## src/rtl/mem_arbiter.sv

```systemverilog
// Arbitrates one backend memory channel between instruction fetch (IF) and load/store (MEM).
// One transaction in flight; MEM wins unless its grant streak has starved a waiting IF.
module mem_arbiter #(
    parameter int MEM_STREAK_MAX = 4,
    parameter int TIMEOUT        = 4096
) (
    input  logic        i_clk,
    input  logic        i_rst,
    input  logic        i_ce_if,
    input  logic [31:0] i_addr_if,
    output logic        o_stall_if,
    output logic [31:0] o_if_data,
    input  logic        i_mem_ce,
    input  logic        i_mem_we,
    input  logic [31:0] i_mem_addr,
    input  logic [31:0] i_mem_write_data,
    input  logic [3:0]  i_mem_byte,
    output logic        o_stall_mem,
    output logic [31:0] o_mem_data,
    output logic        o_bk_req,
    output logic        o_bk_we,
    output logic [31:0] o_bk_addr,
    output logic [31:0] o_bk_wdata,
    output logic [3:0]  o_bk_byte,
    input  logic        i_bk_ack,
    input  logic [31:0] i_bk_rdata,
    output logic        o_err_timeout
);

    localparam int SW = $clog2(MEM_STREAK_MAX + 1);
    localparam logic [SW-1:0] STREAK_MAX = SW'(MEM_STREAK_MAX);
    localparam bit TO_EN = (TIMEOUT > 0);
    localparam logic [15:0] TO_LAST = (TIMEOUT > 0) ? 16'(TIMEOUT - 1) : 16'd0;

    typedef enum logic [1:0] {IDLE, BUSY, RESP} state_t;
    typedef enum logic {OWN_IF, OWN_MEM} owner_t;

    state_t      r_state;
    state_t      w_state_nxt;
    owner_t      r_owner;
    logic        r_bk_req;
    logic        r_bk_we;
    logic [31:0] r_bk_addr;
    logic [31:0] r_bk_wdata;
    logic [3:0]  r_bk_byte;
    logic [31:0] r_if_data;
    logic [31:0] r_mem_data;
    logic [SW-1:0] r_streak;
    logic [15:0] r_timer;
    logic        r_err_timeout;

    logic        w_grant_mem;
    logic        w_grant_if;
    logic        w_done_ack;
    logic        w_done_to;
    logic [31:0] w_resp_data;

    always_ff @(posedge i_clk) begin
        if (!i_rst) r_state <= IDLE;
        else        r_state <= w_state_nxt;
    end

    always_comb begin
        w_state_nxt = r_state;
        w_grant_mem = 1'b0;
        w_grant_if  = 1'b0;
        w_done_ack  = 1'b0;
        w_done_to   = 1'b0;
        case (r_state)
            IDLE: begin
                if (i_mem_ce && (!i_ce_if || r_streak < STREAK_MAX)) begin
                    w_grant_mem = 1'b1;
                    w_state_nxt = BUSY;
                end else if (i_ce_if) begin
                    w_grant_if  = 1'b1;
                    w_state_nxt = BUSY;
                end
            end
            BUSY: begin
                if (i_bk_ack) begin
                    w_done_ack  = 1'b1;
                    w_state_nxt = RESP;
                end else if (TO_EN && r_timer == TO_LAST) begin
                    w_done_to   = 1'b1;
                    w_state_nxt = RESP;
                end
            end
            RESP:    w_state_nxt = IDLE;
            default: w_state_nxt = IDLE;
        endcase
    end

    // A timed-out transaction hands the core zero instead of stale data.
    assign w_resp_data = w_done_ack ? i_bk_rdata : 32'd0;

    always_ff @(posedge i_clk) begin
        if (!i_rst) begin
            r_owner       <= OWN_IF;
            r_bk_req      <= 1'b0;
            r_bk_we       <= 1'b0;
            r_bk_addr     <= 32'd0;
            r_bk_wdata    <= 32'd0;
            r_bk_byte     <= 4'd0;
            r_if_data     <= 32'd0;
            r_mem_data    <= 32'd0;
            r_streak      <= '0;
            r_timer       <= 16'd0;
            r_err_timeout <= 1'b0;
        end else begin
            if (w_grant_mem) begin
                r_owner    <= OWN_MEM;
                r_bk_req   <= 1'b1;
                r_bk_we    <= i_mem_we;
                r_bk_addr  <= i_mem_addr;
                r_bk_wdata <= i_mem_write_data;
                r_bk_byte  <= i_mem_byte;
            end else if (w_grant_if) begin
                r_owner    <= OWN_IF;
                r_bk_req   <= 1'b1;
                r_bk_we    <= 1'b0;
                r_bk_addr  <= i_addr_if;
                r_bk_wdata <= 32'd0;
                r_bk_byte  <= 4'b1111;
            end

            if (w_grant_mem || w_grant_if) r_timer <= 16'd0;
            else if (r_state == BUSY)      r_timer <= r_timer + 16'd1;

            if (w_done_ack || w_done_to) begin
                r_bk_req <= 1'b0;
                if (r_owner == OWN_MEM) r_mem_data <= w_resp_data;
                else                    r_if_data  <= w_resp_data;
            end
            if (w_done_to) r_err_timeout <= 1'b1;

            // Streak only grows while IF is actually being held off.
            if (w_grant_if) begin
                r_streak <= '0;
            end else if (w_grant_mem && i_ce_if) begin
                if (r_streak < STREAK_MAX) r_streak <= r_streak + SW'(1);
            end else if (r_state == IDLE && !i_ce_if) begin
                r_streak <= '0;
            end
        end
    end

    assign o_stall_if    = i_ce_if  & ~(r_state == RESP && r_owner == OWN_IF);
    assign o_stall_mem   = i_mem_ce & ~(r_state == RESP && r_owner == OWN_MEM);
    assign o_if_data     = r_if_data;
    assign o_mem_data    = r_mem_data;
    assign o_bk_req      = r_bk_req;
    assign o_bk_we       = r_bk_we;
    assign o_bk_addr     = r_bk_addr;
    assign o_bk_wdata    = r_bk_wdata;
    assign o_bk_byte     = r_bk_byte;
    assign o_err_timeout = r_err_timeout;

endmodule
```

## config.mk

```make
export PLATFORM = sky130hd
export DESIGN_NAME = mem_arbiter
export DESIGN_NICKNAME = d
export VERILOG_FILES = /design/src/rtl/mem_arbiter.sv
export SDC_FILE = /design/constraint.sdc
export NUM_CORES = 1
export LEC_CHECK = 0
export ABC_CLOCK_PERIOD_IN_PS = 1810
export CAP_MARGIN = 20
export CORE_ASPECT_RATIO = 0.6
export CORE_UTILIZATION = 38
export DETAILED_ROUTE_END_ITERATION = 10
export MAX_ROUTING_LAYER = met4
export PLACE_DENSITY = 0.8
export SYNTH_ARGS = -nofsm -noshare
export SYNTH_HDL_FRONTEND = slang
export SYNTH_SLANG_ARGS = --single-unit
```

## constraint.sdc

```tcl
create_clock -name i_clk -period 1.81 [get_ports i_clk]
set_input_delay 0.2715 -clock i_clk [delete_from_list [all_inputs] [get_ports i_clk]]
set_output_delay 0.2715 -clock i_clk [all_outputs]
set_load 0.05 [all_outputs]
```

==> impl_metrics.env <==
export IMPL_status="completed"
export IMPL_r2r_end="o_if_data[0]"
export IMPL_p_leak_nw=4.23
export IMPL_arrival_ns=2.02
export IMPL_wl_per_cell_microns=15.9
export IMPL_drtIter0Drc=630
export IMPL_crit_chain="ha_1, and3_1, nand2_1, o211ai_1, buf_4, buf_6, o21ai_0"
export IMPL_firstDrtPassIters=5
export IMPL_cp_end_kind="flop"
export IMPL_maxSlewViolCount=0
export IMPL_syn_area_sq_um=6350
export IMPL_finalCritPeriodShare_pct=95.3
export IMPL_place_ws_ns=0.0466
export IMPL_hold_depth=2
export IMPL_final_hold_viol_count=0
export IMPL_setup_viol=0
export IMPL_min_period_ns=1.73
export IMPL_die_h_microns=102
export IMPL_overflow=0
export IMPL_clockBufferDepth=2
export IMPL_cts_tree="done"
export IMPL_seq_area_frac_synth_pct=49.5
export IMPL_yosysMostFrequentCell="dfxtp_1"
export IMPL_drt_wl_total_mm=20.1
export IMPL_place_detailed_hpwl_mm=14.1
export IMPL_die_area_sq_um=17300
export IMPL_yosys_warnings=0
export IMPL_ir_drop_uv=481
export IMPL_yosys_top_cells_area="dfxtp_1 49%, o21ai_0 7.6%, a31oi_1 6.3%"
export IMPL_placed_cells=1222
export IMPL_layout_nets=1157
export IMPL_cap_viol_max_count=0
export IMPL_grt_usage_pct=23.4
export IMPL_numCtsBuffers=17
export IMPL_ant_nets=0
export IMPL_clock_fmax_ghz=0.580
export IMPL_hold_path_class="in2reg"
export IMPL_drive_gt1_share_pct=13.1
export IMPL_antenna_found_initial=0
export IMPL_max_slew_margin_pct=62.2
export IMPL_vias=6370
export IMPL_start_util_pct=39.0
export IMPL_required_ns=2.10
export IMPL_avgViaCountPerCell=5.06
export IMPL_rows=36
export IMPL_cts_sinks=157
export IMPL_syn_to_final_growth_pct=55.7
export IMPL_nFillCells=1418
export IMPL_crit_path_max_incr_delay_ns=0.35
export IMPL_die_w_microns=169
export IMPL_ys_ff_latch=157
export IMPL_holdPathEnd="o_bk_byte[0]"
export IMPL_syn_inst=748
export IMPL_syn_nets=888
export IMPL_cts_htree_levels=4
export IMPL_drc=0
export IMPL_antenna_cells=0
export IMPL_netlist_area_leader_share_pct=49.5
export IMPL_synth_edf_count=0
export IMPL_gp_congestion=0.832
export IMPL_critical_path_slowest_cell="dfxtp_1"
export IMPL_path_class="reg2reg"
export IMPL_syn_area_per_cell_sq_um=8.49
export IMPL_setup_slack_ns=0.0848
export IMPL_synthTopCellsByCount="157 x dfxtp_1, 96 x o21ai_0, 84 x nor2_1, 69 x inv_1, 64 x a31oi_1"
export IMPL_synth_cell_types=40
export IMPL_grt_pass1_wl_mm=30.8
export IMPL_rrSetupSlack_ns=0.08
export IMPL_async_reset_ff_share_pct=0
export IMPL_cp_start_kind="flop"
export IMPL_numPortBuffers=274
export IMPL_coreArea_sq_um=16300
export IMPL_grt_max_degree=65
export IMPL_synth_top_cell_by_area="dfxtp_1"
export IMPL_powerDensity_nw_per_um2=993
export IMPL_clock_latency_ns=0.41
export IMPL_critPathMaxFanout=32
export IMPL_pin_count=275
export IMPL_final_cells=1258
export IMPL_worst_pin_slew_ns=0.567
export IMPL_fin_skew_ns=0.0141
export IMPL_worst_r2r_path_depth=7
export IMPL_clk_pin_slew_worst_paths_ns=0.07
export IMPL_grt_pass1_vias=5808
export IMPL_yosys_most_used_dff="dfxtp_1"
export IMPL_root_buffer="clkbuf_16"
export IMPL_reg2reg_from="r_timer[1]"
export IMPL_min_from="i_rst"
stage by stage:
stage          TNS [ns]  utilization, %  instance area, sq um  power, mW  hold WS, ns
2_1_floorplan         0               -                  6350       5.46        0.397
3_3_place_gp          0            57.5                  9380       6.50        0.451
4_1_cts               0            60.4                  9840       9.87        0.177
5_1_grt          -0.242            60.7                  9890       10.2        0.183
6_report              0            60.7                  9890       9.82        0.201
3_5_place_dp          0            57.5                  9380       6.52        0.464
placed cells by master (no fill, tap or decap), types with 2 or more instances in the layout:
| master | Yosys | routed |
|---|---|---|
| and3_1 | 3 | 3 |
| clkbuf_16 | 0 | 18 |
| nand4_1 | 6 | 6 |
| xnor2_1 | 7 | 7 |
| nand2_1 | 50 | 50 |
| o21ai_0 | 96 | 96 |
| nand3_1 | 5 | 4 |
| nor2_1 | 84 | 81 |
| buf_4 | 1 | 78 |
| inv_1 | 69 | 69 |
| dlygate4sd2_1 | 0 | 83 |
| clkinv_4 | 0 | 3 |
| xor2_1 | 5 | 5 |
| inv_6 | 0 | 5 |
| nor4_1 | 4 | 4 |
| nor2_2 | 0 | 3 |
| o31ai_1 | 3 | 3 |
| dfxtp_1 | 157 | 156 |
| mux2i_1 | 32 | 32 |
| a31oi_1 | 64 | 64 |
| buf_12 | 0 | 10 |
| clkdlybuf4s50_1 | 0 | 136 |
| o21ai_1 | 4 | 4 |
| a21oi_1 | 39 | 39 |
| or4_1 | 2 | 2 |
| clkinvlp_4 | 0 | 2 |
| a22o_1 | 33 | 33 |
| inv_8 | 0 | 3 |
| o31a_1 | 4 | 4 |
| ha_1 | 2 | 2 |
| o221a_2 | 4 | 4 |
| clkbuf_8 | 0 | 2 |
| nand4b_1 | 2 | 2 |
flip-flops by register name, indices dropped and copies added (netlist names):
signal and cells:
o_bk_addr 32, o_bk_byte 4, o_bk_req 1, o_bk_wdata 32
o_bk_we 1, o_err_timeout 1, o_if_data 32, o_mem_data 32
r_owner 1, r_state 2, r_streak 3, r_timer 16
power by group:
part | switching (mW) | internal [mW]
clock network | 1.58 | 1.89
registers | 0.164 | 3.72
logic | 1.59 | 0.876
layout make-up:
cell class / instances / area [sq um] / share of cell area, %
flip-flops and latches: 157 / 3140 / 31.8
repair buffers: 309 / 2910 / 29.4
multi-input cells: 463 / 2720 / 27.5
clock buffers: 19 / 453 / 4.58
well taps: 228 / 285 / 2.88
inverters: 69 / 259 / 2.62
clock inverters: 13 / 119 / 1.20
repair_timing:
item / 4_1_cts / 5_1_grt
setup endpoints to repair: 83 / 74
resized for setup: 83 / 5
buffers inserted: 0 / 2
hold buffers: 0 / 0
gates cloned: 0 / 2
pin swaps: 0 / 1
critical path, delay by kind of cell, from the launching register on:
kind | cells | cell delay (ns)
fa+ha+maj | 1 | 0.16
buf+inv | 2 | 0.43
simple gates | 2 | 0.36
compound gates | 2 | 0.30
flops | 1 | 0.35
worst max path at each step:
stage / slack (ns) / to / from / cells after the start
2_1_floorplan: 0.08 / r_timer[15] / r_state[1] / 6
3_3_place_gp: 0.14 / o_if_data[1] / r_timer[1] / 6
3_5_place_dp: 0.05 / o_if_data[25] / r_timer[1] / 6
4_1_cts: 0.03 / o_stall_mem / r_state[1] / 4
5_1_grt: -0.02 / o_if_data[0] / r_timer[1] / 7
6_report: 0.08 / o_if_data[0] / r_timer[1] / 7
cell families after synthesis:
family                     synth area share, %
muxes                                     5.04
buffers and inverters                     8.10
AOI/OAI and AO/OA                         24.1
xor gates and xnor gates                  1.65
DFF                                       49.5
and+or+nand+nor                           11.2
adders and majority gates                0.394
metal layers:
metal | vias up | global-route usage, % | share of wire [%]
li1 | 3140 | - | -
met3 | 8 | 5.23 | 6.6
met4 | 0 | 4.62 | 0.49
met1 | 3001 | 31.5 | 46
met5 | - | - | 0
met2 | 221 | 36.2 | 47
(Power assumes the default switching activity.)
